### config.mk
export PLATFORM = sky130hd
export DESIGN_NAME = lsu_mem_ctrl_flat
export DESIGN_NICKNAME = d
export VERILOG_FILES = /design/src/rtl/lsu_mem_ctrl_pkg.sv /design/src/rtl/lsu_mem_ctrl_if.sv /design/src/rtl/lsu_mem_ctrl_load_ext.sv /design/src/rtl/lsu_mem_ctrl.sv /design/src/flat_wrapper.sv
export SDC_FILE = /design/constraint.sdc
export NUM_CORES = 1
export LEC_CHECK = 0
export CAP_MARGIN = 20
export CORE_AREA = 2 2 115 117
export CTS_CLUSTER_SIZE = 20
export DETAILED_ROUTE_END_ITERATION = 10
export DIE_AREA = 0 0 117 119
export PLACE_DENSITY = 0.88
export SYNTH_ARGS = -nofsm -noshare
export SYNTH_HDL_FRONTEND = slang
export SYNTH_HIERARCHICAL = 1
export SYNTH_SLANG_ARGS = --single-unit
### constraint.sdc
create_clock -name clk -period 10.3 [get_ports clk]
set_input_delay 1.03 -clock clk [delete_from_list [all_inputs] [get_ports clk]]
set_output_delay 1.03 -clock clk [all_outputs]
set_load 0.1 [all_outputs]
### src/rtl/lsu_mem_ctrl_pkg.sv
// Shared types and constants for the load/store controller.
// Holds the FSM state enum, the funct3 codes, the byte-enable masks and the size decode helpers.
package lsu_mem_ctrl_pkg;

  typedef enum logic [1:0] {
    IDLE   = 2'd0,
    ACCESS = 2'd1,
    RESP   = 2'd2
  } lsu_state_e;

  localparam logic [2:0] F3_B  = 3'b000;
  localparam logic [2:0] F3_H  = 3'b001;
  localparam logic [2:0] F3_W  = 3'b010;
  localparam logic [2:0] F3_BU = 3'b100;
  localparam logic [2:0] F3_HU = 3'b101;

  localparam logic [3:0] BE_B = 4'b0001;
  localparam logic [3:0] BE_H = 4'b0011;
  localparam logic [3:0] BE_W = 4'b1111;

  localparam logic [31:0] BAD_VAL = 32'hBADB_AD00;

  // A return value of zero marks a funct3 code that is illegal for this direction.
  function automatic logic [3:0] f3_to_be(input logic we, input logic [2:0] f3);
    case (f3)
      F3_B:    f3_to_be = BE_B;
      F3_H:    f3_to_be = BE_H;
      F3_W:    f3_to_be = BE_W;
      F3_BU:   f3_to_be = we ? 4'b0000 : BE_B;
      F3_HU:   f3_to_be = we ? 4'b0000 : BE_H;
      default: f3_to_be = 4'b0000;
    endcase
  endfunction

  function automatic logic [2:0] be_nbytes(input logic [3:0] be);
    case (be)
      BE_B:    be_nbytes = 3'd1;
      BE_H:    be_nbytes = 3'd2;
      BE_W:    be_nbytes = 3'd4;
      default: be_nbytes = 3'd0;
    endcase
  endfunction

endpackage

### src/rtl/lsu_mem_ctrl_if.sv
// Request, response and memory-side signals of the load/store controller.
// The slave modport is the controller's view; master is the surrounding pipeline and memory.
interface lsu_mem_ctrl_if;
  logic        req_valid;
  logic        req_ready;
  logic        req_we;
  logic [2:0]  req_funct3;
  logic [31:0] req_addr;
  logic [31:0] req_wdata;
  logic        resp_valid;
  logic        resp_ready;
  logic [31:0] resp_rdata;
  logic        resp_fault;
  logic [31:0] mem_addr;
  logic [31:0] mem_wdata;
  logic [31:0] mem_rdata_raw;
  logic        mem_read_req;
  logic        mem_write_req;
  logic [3:0]  mem_byte_en;

  modport slave (
    input  req_valid, req_we, req_funct3, req_addr, req_wdata, resp_ready, mem_rdata_raw,
    output req_ready, resp_valid, resp_rdata, resp_fault,
           mem_addr, mem_wdata, mem_read_req, mem_write_req, mem_byte_en
  );

  modport master (
    output req_valid, req_we, req_funct3, req_addr, req_wdata, resp_ready, mem_rdata_raw,
    input  req_ready, resp_valid, resp_rdata, resp_fault,
           mem_addr, mem_wdata, mem_read_req, mem_write_req, mem_byte_en
  );
endinterface

### src/rtl/lsu_mem_ctrl_load_ext.sv
// Sign/zero extension of raw memory read data according to the load funct3.
// Bytes above the access size are ignored.
module lsu_load_ext
  import lsu_mem_ctrl_pkg::*;
(
  input  logic [2:0]  i_funct3,
  input  logic [31:0] i_raw,
  output logic [31:0] o_data
);

  always_comb begin
    o_data = '0;
    case (i_funct3)
      F3_B:    o_data = {{24{i_raw[7]}}, i_raw[7:0]};
      F3_H:    o_data = {{16{i_raw[15]}}, i_raw[15:0]};
      F3_W:    o_data = i_raw;
      F3_BU:   o_data = {24'd0, i_raw[7:0]};
      F3_HU:   o_data = {16'd0, i_raw[15:0]};
      default: o_data = '0;
    endcase
  end

endmodule

### src/rtl/lsu_mem_ctrl.sv
// Single-outstanding load/store controller in front of a byte-addressed data memory.
// Build option LSU_MISALIGN_TRAP_EN: misaligned halfword/word accesses fault instead of going byte-wise.
//
// state  | meaning
// IDLE   | ready for a request, memory strobes low
// ACCESS | one-cycle memory strobe (suppressed on fault)
// RESP   | result held on the response port until consumed
module lsu_mem_ctrl
  import lsu_mem_ctrl_pkg::*;
#(
  parameter int unsigned MEM_SIZE = 4096
) (
  input  logic          clk,
  input  logic          rst,
  lsu_mem_ctrl_if.slave bus
);

  lsu_state_e  r_state;
  logic        r_we;
  logic        r_fault;
  logic [2:0]  r_funct3;
  logic        r_req_ready;
  logic        r_resp_valid;
  logic        r_resp_fault;
  logic [31:0] r_resp_rdata;
  logic [31:0] r_mem_addr;
  logic [31:0] r_mem_wdata;
  logic [3:0]  r_mem_be;
  logic        r_mem_rd;
  logic        r_mem_wr;

  logic [3:0]  w_be;
  logic [32:0] w_end;
  logic        w_misalign;
  logic        w_fault;
  logic [31:0] w_ext;

  assign w_be  = f3_to_be(bus.req_we, bus.req_funct3);
  // 33-bit sum so an address near 2^32 cannot wrap back into range.
  assign w_end = {1'b0, bus.req_addr} + {30'd0, be_nbytes(w_be)};

`ifdef LSU_MISALIGN_TRAP_EN
  assign w_misalign = ((w_be == BE_H) && bus.req_addr[0]) ||
                      ((w_be == BE_W) && (bus.req_addr[1:0] != 2'b00));
`else
  assign w_misalign = 1'b0;
`endif

  assign w_fault = (w_be == 4'b0000) || (w_end > 33'(MEM_SIZE)) || w_misalign;

  lsu_load_ext u_load_ext (
    .i_funct3 (r_funct3),
    .i_raw    (bus.mem_rdata_raw),
    .o_data   (w_ext)
  );

  always_ff @(posedge clk or posedge rst) begin
    if (rst) begin
      r_state      <= IDLE;
      r_we         <= 1'b0;
      r_fault      <= 1'b0;
      r_funct3     <= 3'd0;
      r_req_ready  <= 1'b1;
      r_resp_valid <= 1'b0;
      r_resp_fault <= 1'b0;
      r_resp_rdata <= '0;
      r_mem_addr   <= '0;
      r_mem_wdata  <= '0;
      r_mem_be     <= '0;
      r_mem_rd     <= 1'b0;
      r_mem_wr     <= 1'b0;
    end else begin
      case (r_state)
        IDLE: begin
          if (bus.req_valid && r_req_ready) begin
            r_we        <= bus.req_we;
            r_funct3    <= bus.req_funct3;
            r_fault     <= w_fault;
            r_mem_addr  <= bus.req_addr;
            r_mem_wdata <= bus.req_wdata;
            r_mem_be    <= w_fault ? 4'b0000 : w_be;
            r_mem_rd    <= !bus.req_we && !w_fault;
            r_mem_wr    <= bus.req_we && !w_fault;
            r_req_ready <= 1'b0;
            r_state     <= ACCESS;
          end
        end
        ACCESS: begin
          r_mem_rd     <= 1'b0;
          r_mem_wr     <= 1'b0;
          r_mem_be     <= 4'b0000;
          r_resp_valid <= 1'b1;
          r_resp_fault <= r_fault;
          r_resp_rdata <= r_fault ? BAD_VAL : (r_we ? 32'd0 : w_ext);
          r_state      <= RESP;
        end
        RESP: begin
          if (bus.resp_ready) begin
            r_resp_valid <= 1'b0;
            r_req_ready  <= 1'b1;
            r_state      <= IDLE;
          end
        end
        default: r_state <= IDLE;
      endcase
    end
  end

  assign bus.req_ready     = r_req_ready;
  assign bus.resp_valid    = r_resp_valid;
  assign bus.resp_fault    = r_resp_fault;
  assign bus.resp_rdata    = r_resp_rdata;
  assign bus.mem_addr      = r_mem_addr;
  assign bus.mem_wdata     = r_mem_wdata;
  assign bus.mem_byte_en   = r_mem_be;
  assign bus.mem_read_req  = r_mem_rd;
  assign bus.mem_write_req = r_mem_wr;

endmodule

### src/flat_wrapper.sv
// flat-port wrapper written by rule: the top's interface ports become plain ports
module lsu_mem_ctrl_flat import lsu_mem_ctrl_pkg::*;
#(
  parameter int unsigned MEM_SIZE = 4096
)
  (clk, rst, bus_req_valid, bus_req_we, bus_req_funct3, bus_req_addr, bus_req_wdata, bus_resp_ready, bus_mem_rdata_raw, bus_req_ready, bus_resp_valid, bus_resp_rdata, bus_resp_fault, bus_mem_addr, bus_mem_wdata, bus_mem_read_req, bus_mem_write_req, bus_mem_byte_en);
  lsu_mem_ctrl_if bus_i ();
  input  logic clk;
  input  logic rst;
  input wire logic [$bits(bus_i.req_valid)-1:0] bus_req_valid;
  input wire logic [$bits(bus_i.req_we)-1:0] bus_req_we;
  input wire logic [$bits(bus_i.req_funct3)-1:0] bus_req_funct3;
  input wire logic [$bits(bus_i.req_addr)-1:0] bus_req_addr;
  input wire logic [$bits(bus_i.req_wdata)-1:0] bus_req_wdata;
  input wire logic [$bits(bus_i.resp_ready)-1:0] bus_resp_ready;
  input wire logic [$bits(bus_i.mem_rdata_raw)-1:0] bus_mem_rdata_raw;
  output wire logic [$bits(bus_i.req_ready)-1:0] bus_req_ready;
  output wire logic [$bits(bus_i.resp_valid)-1:0] bus_resp_valid;
  output wire logic [$bits(bus_i.resp_rdata)-1:0] bus_resp_rdata;
  output wire logic [$bits(bus_i.resp_fault)-1:0] bus_resp_fault;
  output wire logic [$bits(bus_i.mem_addr)-1:0] bus_mem_addr;
  output wire logic [$bits(bus_i.mem_wdata)-1:0] bus_mem_wdata;
  output wire logic [$bits(bus_i.mem_read_req)-1:0] bus_mem_read_req;
  output wire logic [$bits(bus_i.mem_write_req)-1:0] bus_mem_write_req;
  output wire logic [$bits(bus_i.mem_byte_en)-1:0] bus_mem_byte_en;
  assign bus_i.req_valid = bus_req_valid;
  assign bus_i.req_we = bus_req_we;
  assign bus_i.req_funct3 = bus_req_funct3;
  assign bus_i.req_addr = bus_req_addr;
  assign bus_i.req_wdata = bus_req_wdata;
  assign bus_i.resp_ready = bus_resp_ready;
  assign bus_i.mem_rdata_raw = bus_mem_rdata_raw;
  assign bus_req_ready = bus_i.req_ready;
  assign bus_resp_valid = bus_i.resp_valid;
  assign bus_resp_rdata = bus_i.resp_rdata;
  assign bus_resp_fault = bus_i.resp_fault;
  assign bus_mem_addr = bus_i.mem_addr;
  assign bus_mem_wdata = bus_i.mem_wdata;
  assign bus_mem_read_req = bus_i.mem_read_req;
  assign bus_mem_write_req = bus_i.mem_write_req;
  assign bus_mem_byte_en = bus_i.mem_byte_en;
  lsu_mem_ctrl #(.MEM_SIZE(MEM_SIZE)) u_core (.clk(clk), .rst(rst), .bus(bus_i));
endmodule
[Yosys cells after proc, flatten, opt, wreduce, memory -nomap -nowiden]
Cells that the tools add are included.
Word-level totals
  bits in registers: 112
  logic and storage cells: 70
Cells by class
  $add $sub $neg: 1
  $lt $le $gt $ge: 1
  equal/unequal tests: 15
  mux-type cells: 22
  reduce and logical (&&, ||, !) cells: 18
Operator list (number)
  32-bit one-hot mux with 5 select lines: 1
  32-bit two-way mux: 2
  32-bit by 3-bit adder with 33-bit output: 1
  33-bit by 13-bit greater-than comparator with 1-bit output, second input constant: 1
  4-bit one-hot mux with 5 select lines: 1
  3-bit equality test, second input constant: 4
  3-bit one-hot mux with 3 select lines: 1
  4-bit two-way mux: 2
  1-bit one-hot mux with 2 select lines: 4
  4-bit one-hot mux with 2 select lines: 1
  2-bit AND reduction: 4
  3-bit by 1-bit equality test with 1-bit output, second input constant: 2
  3-bit by 2-bit equality test with 1-bit output, second input constant: 2
  3-bit logical NOT: 2
  1-bit two-way mux: 6
  2-bit two-way mux: 3
  2-bit one-hot mux with 3 select lines: 1
  2-bit nonzero test: 3
  4-bit by 1-bit equality test with 1-bit output, second input constant: 1
  4-bit by 2-bit equality test with 1-bit output, second input constant: 1
  4-bit equality test, second input constant: 1
  4-bit logical NOT: 1
  1-bit logical AND: 3
  3-bit AND reduction: 1
  7 further kinds: 8

[Longest topological paths before layout]
Gate-level depths: netlist of run 1.
  depth after elaboration: 11
  gate-level depth with buffers: 12
  depth with buffers taken out: 11

[Modules after synthesis]
Netlist of run 1, hierarchy kept.
By module, submodules not included
  lsu_mem_ctrl: instances 1, cells an instance 428, area each 4996.0 um2, sequential area each 2778.9 um2
  lsu_load_ext: instances 1, cells an instance 71, area each 593.1 um2, sequential area each 0.0 um2

[Least setup slack after synthesis of run 1]
OpenSTA, ideal clock, no wires.
  kind: input to register
  start point: input bus_req_we
  end point: register u_core.r_fault
  library setup time: 0.119 ns
  data arrival time: 3.283 ns
  required time: 10.181 ns
  slack: 6.899 ns
  stages: 11
  path buffers: 1
  cells stage by stage: a21oi_1 -> and2_1 -> ha_1 -> a211oi_1 -> or4_1 -> buf_2 -> nor4_1 -> o22ai_1 -> nor4_2 -> o2111ai_2 -> o21a_1
Between the ends
  word-level cells in the longest chain between the ends: 7
  elaborated cells on any way between the ends: 11
  those cells by class: add/sub (1); order compare (1); eq/ne (3); mux (4); reduce/logical (2)
Ends and longest elaborated chain
  start, declared: line flat_wrapper.sv:11  | input wire logic [$bits(bus_i.req_we)-1:0] bus_req_we;
  2-bit two-way mux / 1-bit two-way mux (equally long branches): line lsu_mem_ctrl_pkg.sv:30, lsu_mem_ctrl_pkg.sv:29
  4-bit one-hot mux with 5 select lines *: line lsu_mem_ctrl_pkg.sv:25  | case (f3)
  4-bit equality test (tied with other cells): line lsu_mem_ctrl_pkg.sv:36  | case (be)
  3-bit one-hot mux with 3 select lines: line lsu_mem_ctrl_pkg.sv:36
  32-bit by 3-bit adder with 33-bit output: line lsu_mem_ctrl.sv:40  | assign w_end = {1'b0, bus.req_addr} + {30'd0, be_nbytes(w_be)};
  33-bit by 13-bit greater-than comparator with 1-bit output: line lsu_mem_ctrl.sv:49  | assign w_fault = (w_be == 4'b0000) || (w_end > 33'(MEM_SIZE)) || w_misalign;
  1-bit logical OR *: line lsu_mem_ctrl.sv:49
  end signal, assigned: line lsu_mem_ctrl.sv:78  | r_fault <= w_fault;
  end, declared: line lsu_mem_ctrl.sv:20  | logic r_fault;
Mark *: on every way between the ends. The rest lies on a longest branch, timed or not.
A chain may end at the register's enable or synchronous reset.

[Worst setup path in the final report of run 1]
Ends and elaborated chain as after synthesis.

==> results of run 1 <==
-- worst min path at each step --
stage | slack, ps | end | start
after floorplan | 470 | u_core/bus.resp_valid | u_core/r_state[1]
after CTS | 490 | u_core/bus.resp_rdata[20] | u_core/bus.resp_rdata[20]
after detailed placement | 470 | u_core/bus.resp_rdata[20] | u_core/bus.resp_rdata[20]
final | 480 | u_core/bus.resp_rdata[20] | u_core/bus.resp_rdata[20]
after global routing | 520 | u_core/bus.mem_addr[28] | u_core/bus.mem_addr[28]
after global placement | 470 | u_core/bus.resp_rdata[17] | u_core/bus.resp_rdata[17]
-- synthesized netlist by cell type (6+ instances only) --
cell type / number / share of area [%]
a211oi_1: 6 / 0.81
a21oi_1: 21 / 1.9
a22o_1: 16 / 2.5
and2_1: 11 / 1.2
clkbuf_1: 20 / 1.3
dfrtp_1: 110 / 49
inv_1: 6 / 0.40
mux2_2: 70 / 14
mux2i_1: 25 / 4.5
nand2_1: 35 / 2.4
nand3_1: 13 / 1.2
nand4_1: 11 / 1.2
nor2_1: 10 / 0.67
nor3_1: 8 / 0.72
o21ai_0: 33 / 3.0
o21ai_1: 13 / 1.2
o2bb2ai_1: 7 / 1.1
o31ai_1: 6 / 0.81
or4_1: 6 / 0.81
-- state kept, by name (all words and copies together), names as in the netlist, 2 cells and up --
register,count
u_core/bus.mem_byte_en,3
u_core/r_state,2
u_core/bus.mem_wdata,32
u_core/bus.mem_addr,32
u_core/r_funct3,3
u_core/bus.resp_rdata,32
-- cell families after synthesis --
family / share of synthesized area [%]
AOI/OAI and AO/OA: 13.81
and+or+nand+nor: 12.34
buffers and inverters: 3.738
DFF: 49.72
muxes: 18.58
adders and majority gates: 1.030
xor gates and xnor gates: 0.7837
-- final cells by class --
cell class / instances / share of cell area, %
Clock buffer: 10 / 2.853
Sequential cell: 111 / 34.63
Tap cell: 176 / 2.744
Timing Repair Buffer: 213 / 26.41
Clock inverter: 4 / 0.4054
Multi-Input combinational cell: 347 / 32.60
Inverter: 7 / 0.3586
-- stage by stage --
stage	setup WS [ps]	instances	hold WS, ps
after floorplan	6341	499	473.5
after global placement	6170	854	465.6
after detailed placement	6027	854	470.1
after CTS	6394	868	485.7
after global routing	6141	868	524.9
final	6372	868	484.8
-- critical path, cell delays in order --
cell and delay, ps:
clkdlybuf4s50_1 550, a21oi_1 120, and2_1 210, ha_1 290, a211oi_1 100, or4_1 680, nor4_1 340, o22ai_1 130
nor4_2 300, o2111ai_2 260, o21a_1 170
-- cell usage in the layout (no fill, tap or decap), types with 3 or more instances in the layout --
cell	instances
ha_1	3
nand3_1	13
nor2b_1	5
o21ai_2	3
nand2_1	35
o21ai_0	33
xnor2_1	3
mux2i_1	25
inv_1	5
o31ai_1	6
or4_1	6
nor2_1	10
nor3_1	8
a22o_1	16
clkbuf_16	9
o2bb2ai_1	7
mux2_2	70
nor4_1	5
or3_1	5
and3_1	5
and2_1	11
dfrtp_1	110
clkdlybuf4s50_1	208
a211oi_1	6
a21oi_1	21
o21ai_1	13
buf_4	5
nand4_1	11
-- metal layers --
layer / vias to the layer above / track usage (%) / wire length [um] / share of wire, %
met5: - / 0 / 0 / 0
met1: 2338 / 26.92 / 6310 / 40
met3: 31 / 5.547 / 1251 / 8.0
met2: 216 / 36.45 / 7673 / 49
met4: 0 / 8.676 / 390 / 2.5
li1: 2221 / - / - / -
==> metrics.md, run 1 <==
| Metric | Value |
|---|---|
| Initial antenna violation count | 0 |
| Post-synth EDFFs | 0 |
| Number of cell rows | 42 |
| Layout Nets | 797 |
| Core Region | 12870 sq um |
| Largest net degree at the start of global routing | 74 |
| Detailed placement HPWL | 11650 um |
| Status | finished, final reports clean |
| Register area | 2779 sq um |
| Clk_skew | 8.124 ps |
| Congestion Overflow GR | 0 |
| Max Fclk | 0.2546 GHz |
| # fillers | 1025 |
| Cts hold-fix bufs | 0 |
| GP Congestion | 0.8825 |
| Post-Synthesis Cells | 499 |
| Launch point of the critical path | bus_req_we |
| Ports | 209 |
| Distinct cells, synth | 53 |
| R2R setup slack | 7290 ps |
| Crit path to | u_core/r_fault |
| Slew @ Worst Pin | 1027 ps |
| DRT Wirelength | 15630 um |
| Avg Cell Area, Syn | 11.20 sq um |
| Initial DRT Pass Iterations | 5 |
| Port bufs | 208 |
| CP arrival | 4170 ps |
| Multi-input logic area | 2616 sq um |
| Kind of end point of the critical path | flop |
| Ys Warns | 6 |
| Die Y | 119 um |
| Post-synthesis cell area | 5589 sq um |
| Vias/cell | 5.537 |
| WHS Path Cells | 2 |
| Share of post-route cells with drive strength above 1 | 14.31% |
| Final Hold Viols | 0 |
| Worst-Skew Late Latency | 350 ps |
| Die X | 117 um |
| Setup CP Type | in2reg |
| Total CTS buffers | 9 |
| Initial Utilization | 43.41% |
| Sequential-to-total area share from yosys stat | 49.72% |
| Worst setup SP type | primary input |
| Iter 0 DRT Violations | 463 |
| Pins over their slew limit | 0 |
| Wire length per cell | 18.00 um |
| Asr flop ratio synth | 100.0% |
| Area after DPL | 7764 sq um |
| Syn Nets | 607 |
| Final period util | 38.14% |
| Final setup TNS | 0 ps |
| RSZ-0062 raised after global routing | false |
| Area growth syn-to-layout | 43.59% |
| # Post-CTS Setup Buffers | 0 |
| Residual DRC | 0 |
| RR Startpoint | u_core/bus.req_ready |
| HP Class | reg2reg |
| Clk sinks | 111 |
| Number of global-route vias before repair | 4655 |
| PostCTS Resize Cnt | 0 |
| Total GRT Usage | 21.87% |
| Root cell of the clock tree | clkbuf_16 |
| CTS max path bufs | 2 |
| H-tree levels | 3 |
| Max_cap viols | 0 |
| R2R depth | 8 |
| Ant diodes | 0 |
| DRT antenna net count | 0 |
| Via Count | 4806 |
| Main flop type after synthesis | dfrtp_1 |
| Reg2reg end | u_core/r_fault |
| Post-synthesis register bit count | 111 |
| Final instance area | 8025 sq um |
| Max_slew headroom | 31.32% |
| Final Core Density | 62.33% |
| CTS clk-pin slew, worst paths | 70 ps |
| Total Die Area | 13920 sq um |
| CP Max Fanout | 6 |
| Req. time, crit path | 10550 ps |
| CTS tree | done |
| # setup viols final | 0 |
| First-pass GRT wire length | 23830 um |
| Final worst path period need | 3928 ps |
Power of run 1 is left out: the tool's default activity adds up to more than one toggle a clock period on the data nets, which glitch-free logic cannot reach.
==> inputs of run 2 (changes only) <==
- CORE_AREA: 2 2 115 117 -> 2 2 122 124
- DIE_AREA: 0 0 117 119 -> 0 0 124 126
- PLACE_DENSITY: 0.88 -> 0.83
- clock period: 10.3 -> 3.35 ns (I/O delays scaled with it)
==> run 2 against run 1 <==
Compared with the run above:
- worst hold slack got worse by 10 ps
- flip-flop and latch count unchanged
- count of clock-buffer cells in the layout increased by 1
- cell area increased by 1.7%
- sequential share of layout area decreased by 0.59 points
- first-iteration DRC count decreased by 8.4%
- via count increased by 1.9%
- final cell count increased by 2.6%
- critical path depth increased by 1
- routed wire length increased by 2.6%
==> metrics.md, run 2 (synthesis gave the netlist of run 1 again) <==
| Metric | Value |
|---|---|
| Port bufs | 208 (unchanged) |
| Wire length per cell | 18.00 um (about the same) |
| Critical-path top delay cell | clkdlybuf4s50_1 (was or4_1) |
| Max_slew headroom | 31.70% (was 31.32%) |
| Worst-Skew Late Latency | 360 ps (was 350 ps) |
| CP most frequent cell | a211oi_1 |
| HP Class | in2async (was reg2reg) |
| Buffer and inverter count on the worst path | 2 (was 1) |
| Kind of end point of the critical path | flop (unchanged) |
| GP Congestion | 0.8993 (was 0.8825) |
| Setup CP Type | in2reg (unchanged) |
| CTS clk-pin slew, worst paths | 70 ps (about the same) |
| Max Fclk | 0.3252 GHz |
| Fin cells | 891 (was 868) |
| Number of cell rows | 44 (was 42) |
| Share of post-route cells with drive strength above 1 | 16.83% (was 14.31%) |
| Pins over their slew limit | 0 (unchanged) |
| Final Hold Viols | 0 (unchanged) |
| DRT antenna net count | 0 (unchanged) |
| Total Die Area | 15620 sq um (was 13920 sq um) |
| CP top delay family | compound AO/OA/AOI/OAI gates (was simple AND/OR/NAND/NOR gates) |
| # fillers | 1185 (was 1025) |
| Residual DRC | 0 (unchanged) |
| Worst setup SP type | primary input (unchanged) |
| CP Max Fanout | 6 (unchanged) |
| Congestion Overflow GR | 0 (unchanged) |
| Commonest non-fill, non-tap cell in the layout | clkdlybuf4s50_1 (unchanged) |
| Commonest cells after routing, fill and taps aside | clkdlybuf4s50_1 (207), dfrtp_1 (110), mux2_2 (70) (was clkdlybuf4s50_1 (208), dfrtp_1 (110), mux2_2 (70)) |
| Initial DRT Pass Iterations | 5 (unchanged) |
| Status | finished, final reports clean (unchanged) |
| R2R depth | 3 (was 8) |
| RSZ-0062 raised after global routing | false (unchanged) |
| Iter 0 DRT Violations | 424 (was 463) |
| CTS tree | done (unchanged) |
| Final worst path period need | 3075 ps |
| Core Region | 14310 sq um (was 12870 sq um) |
| Initial antenna violation count | 1 (was 0) |
| Hold slack final | 474.8 ps (was 484.8 ps) |
| Die Y | 126 um (was 119 um) |
| Max_cap viols | 0 (unchanged) |
| Detailed placement HPWL | 12000 um (was 11650 um) |
| Worst path max stage delay | 540 ps (was 680 ps) |
| Inst Count DP | 875 (was 854) |
| Area growth syn-to-layout | 46.09% (was 43.59%) |
| Ports | 209 (unchanged) |
| Clk_skew | 7.903 ps (was 8.124 ps) |
| Initial Utilization | 39.05% (was 43.41%) |
| CTS max path bufs | 2 (unchanged) |
| DRT Wirelength | 16030 um (was 15630 um) |
| Layout Nets | 810 (was 797) |
| Total GRT Usage | 20.45% (was 21.87%) |
| H-tree levels | 3 (unchanged) |
| Req. time, crit path | 3630 ps (was 10550 ps) |
| Root cell of the clock tree | clkbuf_16 (unchanged) |
| Via Count | 4896 (was 4806) |
| Ant diodes | 0 (unchanged) |
| # setup viols final | 0 (unchanged) |
| Multi-input logic area | 2636 sq um (was 2616 sq um) |
| Critical path depth | 12 (was 11) |
| Register area | 2779 sq um (unchanged) |
| Largest net degree at the start of global routing | 73 (was 74) |
| Total CTS buffers | 9 (unchanged) |
| Vias/cell | 5.495 (was 5.537) |
| Die X | 124 um (was 117 um) |
| Final period util | 91.80% |
| First-pass GRT wire length | 25030 um (was 23830 um) |
| Cts hold-fix bufs | 0 (unchanged) |
| CP arrival | 3350 ps (was 4170 ps) |
| Clk sinks | 111 (unchanged) |
| Number of global-route vias before repair | 4910 (was 4655) |
| Slew @ Worst Pin | 1021 ps (was 1027 ps) |
| CP cell instances | clkdlybuf4s50_1, a21oi_2, and2_1, ha_1, a211oi_1, or4_4, buf_4, or3_1, nand4_1, a211oi_1, o2111ai_2, o21ai_1 (was clkdlybuf4s50_1, a21oi_1, and2_1, ha_1, a211oi_1, or4_1, nor4_1, o22ai_1, nor4_2, o2111ai_2, o21a_1) |
==> run 2: changes by cell type in the layout (fill, tap and decap cells not counted) <==
cell	change
clkdlybuf4s50_1	-1
buf_4	+14
nor4b_2	+1
a21oi_1	-1
or4_4	+1
nor4_2	+1
a21oi_2	+1
clkinv_2	+2
nor4b_1	-1
nor4_1	-1
or4_1	-1
clkbuf_8	+1
inv_6	-1
==> run 2: per-layer routing <==
metal	track usage, %	share of wire, %	wire [um]	vias to the layer above
met4	7.072	1.8	282	2
met1	24.80	39	6315	2376
li1	-	-	-	2258
met2	34.62	49	7881	228
met5	0	0.081	13	-
met3	5.842	9.6	1539	32
==> run 2: path summary, 6_finish.rpt <==
kind / startpoint / end / slack, ps
max reg2reg: u_core/bus.req_ready / u_core/bus.mem_addr[8] / 1130
min in group clk: u_core/bus.mem_byte_en[0] / u_core/bus.mem_byte_en[0] / 470
max in group asynchronous: rst / u_core/bus.req_ready / 2050
max: bus_req_funct3[2] / u_core/bus.mem_read_req / 270
min reg2reg: u_core/bus.mem_byte_en[0] / u_core/bus.mem_byte_en[0] / 470
min: rst / u_core/bus.resp_rdata[18] / 470
==> run 2: worst reg2reg max path, cell delays in order, from the launching register on <==
cell and delay, ps:
dfstp_2 570, nor4bb_4 320, buf_4 720, mux2_2 490
==> run 2: layout make-up <==
cell class	instances	share of cell area, %
clock inverter	5	0.4137
inverter	7	0.3524
clock buffer	11	2.973
multi-input combinational	347	32.29
sequential	111	34.03
timing repair buffer	226	27.12
tap	184	2.819
==> run 2: what timing repair did <==
| item | in CTS | in global routing |
|---|---|---|
| resized for setup | 0 | 4 |
| buffers inserted | 0 | 0 |
| endpoints found under the setup margin | 0 | 6 |
==> run 2: through the flow <==
| stage | TNS (ps) | worst slack [ps] | util [%] | cell area [sq um] |
|---|---|---|---|---|
| after global routing | 0 | 11.27 | 57.05 | 8165 |
| after CTS | 0 | 210.9 | 56.91 | 8145 |
| final | 0 | 274.7 | 57.05 | 8165 |
| after global placement | -133.5 | -54.62 | 54.97 | 7869 |
| after floorplan | 0 | 86.00 | - | 5589 |
| after detailed placement | -789.1 | -155.4 | 54.97 | 7869 |
Power of run 2 is left out for the same reason.
==> patch (flow settings as in run 2) <==
The option `LSU_MISALIGN_TRAP_EN` is turned on by a define.
--- a/src/rtl/lsu_mem_ctrl.sv
+++ b/src/rtl/lsu_mem_ctrl.sv
@@ -5,6 +5,8 @@
 // IDLE   | ready for a request, memory strobes low
 // ACCESS | one-cycle memory strobe (suppressed on fault)
 // RESP   | result held on the response port until consumed
+`define LSU_MISALIGN_TRAP_EN
+
 module lsu_mem_ctrl
   import lsu_mem_ctrl_pkg::*;
 #(
Behaviour: not the same (Yosys sat finds a counterexample within 4 cycles, from zero or initial values and one cycle with rst high).
==> patch against run 2 <==
Synthesized area down 0.98%. Worst setup slack worse by 0.19 ns. Synthesized cell count down 4.6%. Sequential cell count unchanged. Design area up 0.20%. Maximum frequency down 5.8%. Critical path depth up 1. Worst hold slack worse by 0.076 ns. Wire length down 2.6%. Critical path type unchanged. Critical endpoint unchanged.
Power is left out: the tool's default activity adds up to more than one toggle a clock period on the data nets, which glitch-free logic cannot reach.
==> patch: results (changes against run 2) <==
- The register area share after synthesis is 0.502 (+0.00495).
- The routing usage on met2 is 0.349 (+0.00259).
- GR met3 Demand/Resource: 0.0602 (+0.00181)
- Commonest cells in the netlist: 110 x sky130_fd_sc_hd__dfrtp_1, 69 x sky130_fd_sc_hd__mux2_2, 29 x sky130_fd_sc_hd__nand2_1, 29 x sky130_fd_sc_hd__o21ai_0, 26 x sky130_fd_sc_hd__mux2i_1
- Ranked by total cell area, the synthesized netlist is headed by sky130_fd_sc_hd__dfrtp_1 50%, sky130_fd_sc_hd__mux2_2 14%, sky130_fd_sc_hd__mux2i_1 4.7%, sky130_fd_sc_hd__a22o_1 3.0%, sky130_fd_sc_hd__o21ai_0 2.6%.
* Number of library cell types mapped by synthesis: 61 (+15%)
- Net Count, Synth: 584 (-3.8%)
* Fraction of final layout cells with drive strength greater than 1: 0.188 (+0.0193)
* Initial antenna violation count: 0 (-1)
* Worst-margin pin slew: 1.04 ns (+0.0190 ns)
- The arrival time of data at the critical path endpoint came to 3.54 ns (+0.19 ns).
* WL met2: 7.99 mm (+1.3%)
- In this run the top signal layer used is met4.
- GR Util All Layers: 0.200 (-0.00417)
- Among all stages on the critical path, the largest delay is contributed by sky130_fd_sc_hd__a2111oi_4.
* Via count of the first global-routing pass: 4998 (+1.8%)
- Routed wire length on met3: 1.40 mm (-8.8%)
- The clock skew after layout is 0.00825 ns (+0.000343 ns).
- The antenna diode instance count came to 0 (unchanged).
* Global-route wire length before repair: 24.7 mm (-1.2%)
- The count of TritonRoute iterations in the first routing pass was 5 (unchanged).
* Detailed-route wire length on metal 1: 5.84 mm (-7.5%)
- Result of the run: finished, final reports clean
* 1st-iter DRT viols: 321 (-24%)
- The routed wire length was 15.6 mm (-2.6%).
* Final weighted congestion in routability-driven placement: 0.943 (+4.9%)
* NumNets Final: 796 (-1.7%)
- The CTS buffer count was 9 (unchanged).
- The setup slack after placement was -0.405 ns (-0.250 ns).
## patch: cell types whose count changed after synthesis, moves of 5 or more
cell,before,now
sky130_fd_sc_hd__nand2_1,35,29
sky130_fd_sc_hd__o31ai_1,6,0
sky130_fd_sc_hd__nor3_1,8,3
sky130_fd_sc_hd__or4_1,6,1
## patch: layout make-up
| type | instances | area [um2] |
|---|---|---|
| Clock buffer | 14 | 254 |
| Clock inverter | 2 | 10.0 |
| Fill cell | 1195 | 6130 |
| Inverter | 6 | 25.0 |
| Multi-Input combinational cell | 328 | 2600 |
| Sequential cell | 111 | 2780 |
| Tap cell | 184 | 230 |
| Timing Repair Buffer | 232 | 2280 |
## patch: cells by family after synthesis
group | count (synthesis) | share of synthesized area
xor gates and xnor gates | 7 | 0.0111
muxes | 96 | 0.189
adders and majority gates | 4 | 0.0104
buffers and inverters | 37 | 0.0348
AOI/OAI and AO/OA | 116 | 0.144
and+or+nand+nor | 105 | 0.109
DFF | 111 | 0.502
## patch: worst paths after layout
kind / end / slack, ns / start / cells past startpoint
setup reg to reg: u_core/bus.mem_read_req / 0.98 / u_core/r_state[0] / 7
hold / removal: u_core/bus.mem_wdata[23] / 0.40 / rst / 2
min in group clk: u_core/r_funct3[1] / 0.40 / bus_req_funct3[1] / 2
hold reg to reg: u_core/bus.mem_byte_en[0] / 0.48 / u_core/bus.mem_byte_en[0] / 2
max in group asynchronous: u_core/bus.req_ready / 2.14 / rst / 3
setup / recovery: u_core/bus.mem_read_req / 0.09 / bus_req_we / 13
## patch: through the flow
| stage | cells | utilization | instance area [um2] |
|---|---|---|---|
| floorplan | 476 | - | 5530 |
| global placement | 861 | 0.551 | 7880 |
| detailed placement | 861 | 0.551 | 7880 |
| CTS | 877 | 0.569 | 8150 |
| global route | 877 | 0.572 | 8180 |
| finish | 877 | 0.572 | 8180 |
